--- config.mk ---
export PLATFORM = sky130hd
export DESIGN_NAME = bridge_host_tx
export DESIGN_NICKNAME = d
export VERILOG_FILES = /design/src/rtl/bridge_host_tx.sv
export SDC_FILE = /design/constraint.sdc
export NUM_CORES = 1
export LEC_CHECK = 0
export CAP_MARGIN = 20
export CORE_MARGIN = 2
export CORE_UTILIZATION = 52
export CTS_CLUSTER_SIZE = 30
export DETAILED_ROUTE_END_ITERATION = 10
export GPL_ROUTABILITY_DRIVEN = 0
export PLACE_DENSITY = 0.8
export SYNTH_ARGS = -nofsm -noshare
export SYNTH_HDL_FRONTEND = slang
export SYNTH_SLANG_ARGS = --single-unit
--- constraint.sdc ---
create_clock -name clk -period 3.86 [get_ports clk]
set_input_delay 0.772 -clock clk [delete_from_list [all_inputs] [get_ports clk]]
set_output_delay 0.772 -clock clk [all_outputs]
set_load 0.05 [all_outputs]
--- src/rtl/bridge_host_tx.sv ---
// bridge_host_tx: initiator side of the ASCII-hex UART register protocol.
// Serializes read/write requests as "Raaaa\r\n" / "Waaaadddd\r\n" toward a
// uart_tx and parses "Dxxxx\r\n" read responses coming back from a uart_rx.
module bridge_host_tx #(
  parameter int TIMEOUT_CLOCKS = 65535
) (
  input  logic        clk,
  input  logic        rst_n,
  input  logic        req_valid_i,
  output logic        req_ready_o,
  input  logic        req_rw_i,
  input  logic [15:0] req_addr_i,
  input  logic [15:0] req_data_i,
  output logic        rsp_valid_o,
  output logic [15:0] rsp_data_o,
  output logic        rsp_err_o,
  output logic [7:0]  tx_data_o,
  output logic        tx_start_o,
  input  logic        tx_done_i,
  input  logic [7:0]  rx_data_i,
  input  logic        rx_valid_i
);
  localparam int TW = $clog2(TIMEOUT_CLOCKS + 1);
  localparam logic [TW-1:0] TMAX = TW'(TIMEOUT_CLOCKS - 1);

  typedef enum logic [1:0] {IDLE, SEND, WAIT_RSP} state_t;
  typedef enum logic [1:0] {HUNT, DIGITS, TERM} pstate_t;

  state_t        state;
  pstate_t       pstate;
  logic          lat_rw;
  logic [15:0]   lat_addr, lat_data;
  logic [3:0]    idx;
  logic [TW-1:0] timer;
  logic          hold_full;
  logic [15:0]   hold_data;
  logic [1:0]    dcnt;
  logic [15:0]   acc;
  logic [7:0]    tx_byte;
  logic          consume, last_byte, parse_done;

  function automatic logic [7:0] hex_char(input logic [3:0] n);
    return (n < 4'd10) ? (8'h30 + {4'h0, n}) : (8'h37 + {4'h0, n});
  endfunction

  function automatic logic is_hex(input logic [7:0] c);
    return (c >= 8'h30 && c <= 8'h39) || (c >= 8'h41 && c <= 8'h46);
  endfunction

  function automatic logic [3:0] hex_val(input logic [7:0] c);
    return (c <= 8'h39) ? c[3:0] : (c[3:0] + 4'd9);
  endfunction

  // Frame byte selected by position; reads end early with CR LF at 5/6.
  always_comb begin
    tx_byte = 8'h0A;
    case (idx)
      4'd0:    tx_byte = lat_rw ? 8'h57 : 8'h52;
      4'd1:    tx_byte = hex_char(lat_addr[15:12]);
      4'd2:    tx_byte = hex_char(lat_addr[11:8]);
      4'd3:    tx_byte = hex_char(lat_addr[7:4]);
      4'd4:    tx_byte = hex_char(lat_addr[3:0]);
      4'd5:    tx_byte = lat_rw ? hex_char(lat_data[15:12]) : 8'h0D;
      4'd6:    tx_byte = lat_rw ? hex_char(lat_data[11:8]) : 8'h0A;
      4'd7:    tx_byte = hex_char(lat_data[7:4]);
      4'd8:    tx_byte = hex_char(lat_data[3:0]);
      4'd9:    tx_byte = 8'h0D;
      default: tx_byte = 8'h0A;
    endcase
  end

  assign tx_data_o  = tx_start_o ? tx_byte : 8'h00;
  assign consume    = tx_start_o && tx_done_i;
  assign last_byte  = (idx == (lat_rw ? 4'd10 : 4'd6));
  assign parse_done = rx_valid_i && (pstate == TERM) &&
                      (rx_data_i == 8'h0D || rx_data_i == 8'h0A);

  // Response parser: D + four uppercase hex digits + CR or LF terminator.
  always_ff @(posedge clk or negedge rst_n) begin
    if (!rst_n) begin
      pstate <= HUNT;
      dcnt   <= 2'd0;
      acc    <= 16'h0;
    end else if (rx_valid_i) begin
      case (pstate)
        HUNT: if (rx_data_i == 8'h44) begin
          pstate <= DIGITS;
          dcnt   <= 2'd0;
        end
        DIGITS: if (is_hex(rx_data_i)) begin
          acc  <= {acc[11:0], hex_val(rx_data_i)};
          dcnt <= dcnt + 2'd1;
          if (dcnt == 2'd3) pstate <= TERM;
        end else begin
          pstate <= HUNT;
        end
        default: pstate <= HUNT;
      endcase
    end
  end

  // Request FSM: latch, stream the frame, then wait for a response or timeout.
  always_ff @(posedge clk or negedge rst_n) begin
    if (!rst_n) begin
      state       <= IDLE;
      req_ready_o <= 1'b1;
      rsp_valid_o <= 1'b0;
      rsp_err_o   <= 1'b0;
      rsp_data_o  <= 16'h0;
      tx_start_o  <= 1'b0;
      idx         <= 4'd0;
      timer       <= '0;
      hold_full   <= 1'b0;
      hold_data   <= 16'h0;
      lat_rw      <= 1'b0;
      lat_addr    <= 16'h0;
      lat_data    <= 16'h0;
    end else begin
      rsp_valid_o <= 1'b0;
      rsp_err_o   <= 1'b0;
      case (state)
        IDLE: if (req_valid_i && req_ready_o) begin
          lat_rw      <= req_rw_i;
          lat_addr    <= req_addr_i;
          lat_data    <= req_data_i;
          hold_full   <= 1'b0;
          req_ready_o <= 1'b0;
          tx_start_o  <= 1'b1;
          idx         <= 4'd0;
          state       <= SEND;
        end
        SEND: begin
          // A fast responder may finish before our LF has gone out.
          if (parse_done && !lat_rw) begin
            hold_data <= acc;
            hold_full <= 1'b1;
          end
          if (consume) begin
            if (last_byte) begin
              idx        <= 4'd0;
              tx_start_o <= 1'b0;
              timer      <= '0;
              if (lat_rw) begin
                req_ready_o <= 1'b1;
                state       <= IDLE;
              end else begin
                state <= WAIT_RSP;
              end
            end else begin
              idx <= idx + 4'd1;
            end
          end
        end
        WAIT_RSP: begin
          if (parse_done || hold_full) begin
            rsp_valid_o <= 1'b1;
            rsp_data_o  <= parse_done ? acc : hold_data;
            hold_full   <= 1'b0;
            req_ready_o <= 1'b1;
            state       <= IDLE;
          end else if (timer == TMAX) begin
            rsp_valid_o <= 1'b1;
            rsp_err_o   <= 1'b1;
            rsp_data_o  <= 16'h0;
            req_ready_o <= 1'b1;
            state       <= IDLE;
          end else begin
            timer <= timer + 1'b1;
          end
        end
        default: state <= IDLE;
      endcase
    end
  end
endmodule

# Word level (Yosys, flattened, before mapping)
# Index checks and enable logic that the tools add are counted.
# classes
mux,60
bitwise,0
n_reduce_logical,31
magnitude_cmp,12
mul,0
n_addsub,20
n_div,0
shifts,0
eq_ne,31
# op_table
cell,count
6-bit by 4-bit adder with 7-bit output (first input constant),16
16-bit 2-to-1 mux,7
7-bit 2-to-1 mux,10
7-bit one-hot mux with 10 select lines,1
4-bit less-than comparator (second input constant),8
16-bit one-hot mux with 2 select lines,1
2-bit 2-to-1 mux,11
4-bit 2-to-1 mux,5
2-bit != test (second input constant),10
16-bit by 1-bit adder with 16-bit output (second input constant),1
16-bit equality test (second input constant),1
4-bit by 3-bit equality test with 1-bit output (second input constant),4
8-bit by 4-bit equality test with 1-bit output (second input constant),2
1-bit 2-to-1 mux,16
4-bit AND reduction,4
3-bit AND reduction,3
4-bit by 2-bit equality test with 1-bit output (second input constant),2
4-bit equality test (second input constant),2
8-bit by 7-bit equality test with 1-bit output (second input constant),1
8-bit by 6-bit greater-or-equal comparator with 1-bit output (second input constant),1
8-bit by 7-bit greater-or-equal comparator with 1-bit output (second input constant),1
8-bit by 6-bit <= comparator with 1-bit output (second input constant),1
8-bit by 7-bit <= comparator with 1-bit output (second input constant),1
8-bit 2-to-1 mux,1
other kinds (24),44
# totals
rom_bits,0
output_inout_bits,28
wordCells,170
register_bits,112
memories,0
latch_bits,0
mem_bits_rw,0

# Longest topological paths before layout
# depth
ltp_word,6
depth_mapped,9
depth_no_buf,7

# Least setup slack after synthesis
# Ideal clock, no wire load.
# synth_path
kind,register to output
start,register idx[2]
end,output port tx_data_o[4]
path_slack_ns,0.905
arrival_ns,2.183
path_stages_with_launch,8
required_ns,3.088
n_path_buf,2
cell_sequence,dfrtp_1 -> buf_2 -> or2_2 -> clkbuf_1 -> nor3_1 -> a22o_1 -> a211oi_1 -> a31oi_1
# synth_between
elab_chain_cells,3
word_cells_on_any_way,12
cone_classes,9 x eq/ne; 2 x mux; 1 x reduce/logical
# synth_rtl
element,line_no,text
"start, declared",33,logic [3:0] idx;
"start signal, assigned",150,idx <= idx + 4'd1;
"4-bit equality test, or another cell as far along",57,case (idx)
7-bit one-hot mux with 10 select lines (*),57,
8-bit 2-to-1 mux (*),72,assign tx_data_o = tx_start_o ? tx_byte : 8'h00;
"end, declared",17,"output logic [7:0] tx_data_o,"
# Mark *: on every way between the ends. The rest lies on a longest branch, timed or not.

# Worst setup path after layout
# layout_path
start,register idx[0]
end,output port tx_data_o[1]
# Same word-level chain as after synthesis.

==> qor.csv <==
stage,metric,value,unit
timing,finalClockSkew,9.22,ps
critical_path,cp_slowest_cell,clkdlybuf4s50_1,
global_routing,grt_pass1_vias,5247,
critical_path,path_buf_inv,1,
timing,min_period,3760,ps
final_layout,syn2layout_area_growth,17.7,%
clocking,clkTransAtPathRegs,80,ps
critical_path,crit_type,reg -> out,
floorplanning,start_util,53.4,%
power,pwr-share-seq,52.8,%
global_routing,antenna_found_initial,0,
drt,drt_iter0_markers,465,
power,p_int,1.80,mW
floorplanning,fp.dieH,115,um
power,p_leak,3.19,nW
clocking,clock_path_buffers,2,
placed_design,dp_hpwl,10900,um
critical_path,worst_setup_path_start_kind,register,
global_routing,grt_max_degree,67,
final_layout,drive_above_1_share,14.1,%
synthesis,synth-warning-count,0,
power,power.total,2.43,mW
power,peakVddDrop,0.326,mV
critical_path,path_cells,"nor2b_1, nand3_1, a211oi_1, or4_1, o31a_1, clkdlybuf4s50_1",
clocking,clk-insertion-delay-late,360,ps
floorplanning,row_count,40,
floorplanning,die_area,13200,um^2
power,switching_share,25.9,%
clocking,cts.sinks,112,
power,comb_power_share,7.2,%
synthesis,synth.yosys.seq_area_share,43.7,%
timing,hold_violations,0,
outcome,status,completed,
drt,dr_total_vias,5216,
timing,setup_tns,0,ps
final_layout,antenna_cells,0,
drt,route.detailed.drc,0,
clocking,numCtsBuffers,9,
hold_path,hold_path_class,in -> async,
timing,setup_ws,96.3,ps
critical_path,max_stage_delay,810,ps
global_routing,overflow,0,
clocking,cts_root_buf,clkbuf_16,
synthesis,ys_types,75,
timing,drv_slew,0,
synthesis,synth_ff_type,dfrtp_1,
timing,setup_violations,0,
synthesis,ys_async_sr_fraction,100,%
critical_path,endpoint_kind,output port,
run,drv_cap,0,
drt,firstDrtPassIters,7,
global_routing,grt_pass1_wl,24700,um
synthesis,syn-num-nets,682,
power,power_frac_clock,40.0,%
synthesis,synth_area_per_cell,10.4,um^2
drt,wl,15100,um
drt,drt-vias-per-instance,6.28,
timing,final.period_utilization,97.5,%
critical_path,rrSetupSlack,1220,ps
drt,antenna_left,0,
floorplanning,ios,74,
synthesis,ys_ff_latch,112,
floorplanning,die_w,115,um
critical_path,path_max_fanout,22,
timing,tightestPinTransition,835,ps
synthesis,synth_edf_count,0,
timing,slew_headroom,44.3,%
placed_design,numPortBuffers,72,
timing,rsz0062_at_grt,false,
critical_path,worstPathArrival,2990,ps
floorplanning,design.core.area,12000,um^2
synthesis,postSynthCellCount,616,
global_routing,grt_usage,23.5,%
clocking,hold_buffers,0,
power,p_switching,0.631,mW
power,powerDensity,322,nW/um^2
final_layout,final_net_count,744,
clocking,cts_tree,yes,
timing,max_freq,266,MHz
synthesis,synth_area,6410,um^2
critical_path,cp.required,3090,ps
drt,post_drt_wl_per_cell,18.2,um
clocking,htree_levels,3,
critical_path,crit_family,buffers and inverters,
placed_design,place_ws,427,ps
## cells in the mapped netlist, types with 6 or more instances
| cell type | instances | area [um^2] |
|---|---|---|
| dfrtp_1 | 111 | 2780 |
| mux2_2 | 54 | 608 |
| inv_1 | 35 | 131 |
| nand2_1 | 35 | 131 |
| a21oi_1 | 33 | 165 |
| o21ai_0 | 30 | 150 |
| nor2_1 | 23 | 86.3 |
| ha_1 | 20 | 250 |
| nand3_1 | 19 | 95.1 |
| mux2i_1 | 17 | 170 |
| o2bb2ai_1 | 16 | 140 |
| clkbuf_1 | 14 | 52.6 |
| mux2_1 | 11 | 124 |
| nor2b_1 | 11 | 68.8 |
| or4_1 | 11 | 82.6 |
| xnor2_1 | 11 | 96.3 |
| o31ai_1 | 9 | 67.6 |
| or3_1 | 9 | 56.3 |
| buf_2 | 8 | 40.0 |
| o22ai_1 | 8 | 50.1 |
| a211oi_1 | 7 | 52.6 |
| nand4_1 | 7 | 43.8 |
| nor3_1 | 7 | 35.0 |
| nor4_1 | 7 | 43.8 |
| nand2b_1 | 6 | 37.5 |
## worst reg2reg max path: stages, from the launching register on
cell,delay (ps)
dfrtp_1,430
inv_1,100
ha_1,560
inv_1,230
nor2_1,290
o2111ai_4,260
or4_1,540
a21oi_1,160
## kinds of logic (layout without fill, tap and decap cells)
family / after synthesis / in the layout / share of synthesized area [%]
AO/OA/AOI/OAI: 158 / 158 / 17.4
buffers and inverters: 62 / 129 / 4.19
multiplexers: 83 / 83 / 14.3
AND/OR/NAND/NOR: 168 / 168 / 14.8
XOR/XNOR: 12 / 12 / 1.64
adder cells (fa/ha/maj): 20 / 20 / 3.90
other: 1 / 1 / 0.0585
flip-flops: 112 / 112 / 43.7
## layout make-up
| class | count | area (um^2) |
|---|---|---|
| fill | 1013 | 4460 |
| multi-input combinational | 442 | 3350 |
| inverter | 35 | 131 |
| tap | 147 | 184 |
| clock inverter | 7 | 91.3 |
| clock buffer | 9 | 225 |
| sequential | 112 | 2810 |
| timing repair buffer | 78 | 766 |
## worst paths after layout
| path | from | to | depth (start not counted) |
|---|---|---|---|
| worst min register to register | rsp_data_o[2]$_DFFE_PN0P_ | rsp_data_o[2]$_DFFE_PN0P_ | 1 |
| worst min-delay path | rst_n | lat_addr[12]$_DFFE_PN0P_ | 1 |
| max in group asynchronous | rst_n | lat_data[5]$_DFFE_PN0P_ | 2 |
| worst max-delay path | idx[0]$_DFFE_PN0P_ | tx_data_o[1] | 6 |
| min in group clk | rsp_data_o[2]$_DFFE_PN0P_ | rsp_data_o[2]$_DFFE_PN0P_ | 1 |
| worst max register to register | state[0]$_DFFE_PN0P_ | timer[14]$_DFFE_PN0P_ | 7 |
## state kept, by name, indices dropped and copies added (netlist names), 2 cells and up
name and cells:
acc 16, dcnt 2, hold_data 16, idx 4, lat_addr 16, lat_data 16, pstate 2, rsp_data_o 16
state 2, timer 16
## through the flow
step	instance area, um^2	cells	util (%)	hold WS, ps
floorplan	6410	616	-	464
global placement	7220	814	60.1	471
detailed placement	7220	814	60.1	472
CTS	7540	830	62.8	503
global route	7550	830	62.9	510
finish	7550	830	62.9	491
## layer usage
layer	track usage [%]	part of all wire (%)	wire length, um
met4	9.16	3.0	461
met5	0	0	0
met3	5.85	6.5	980
met1	28.1	40	6100
met2	40.7	50	7600
## what timing repair did
action	4_1_cts	5_1_grt
setup endpoints to repair	0	6
resized for setup	0	4
setup buffers	0	0
## power by group through the flow
stage | registers, mW | clock network, mW | logic, mW
finish | 1.28 | 0.973 | 0.176
CTS | 1.28 | 0.997 | 0.180
global placement | 1.30 | 0 | 0.168
detailed placement | 1.31 | 0 | 0.178
global route | 1.29 | 1.04 | 0.195
floorplan | 1.29 | 0 | 0.0880
## cell usage in the layout (no fill, tap or decap), types with 11 or more instances in the layout
cell type,n
a21oi_1,33
clkdlybuf4s50_1,70
dfrtp_1,110
ha_1,20
inv_1,35
mux2_1,11
mux2_2,54
mux2i_1,17
nand2_1,35
nand3_1,19
nor2_1,23
o21ai_0,30
o2bb2ai_1,16
or4_1,11
xnor2_1,11
Power figures use the tool's default switching activity.
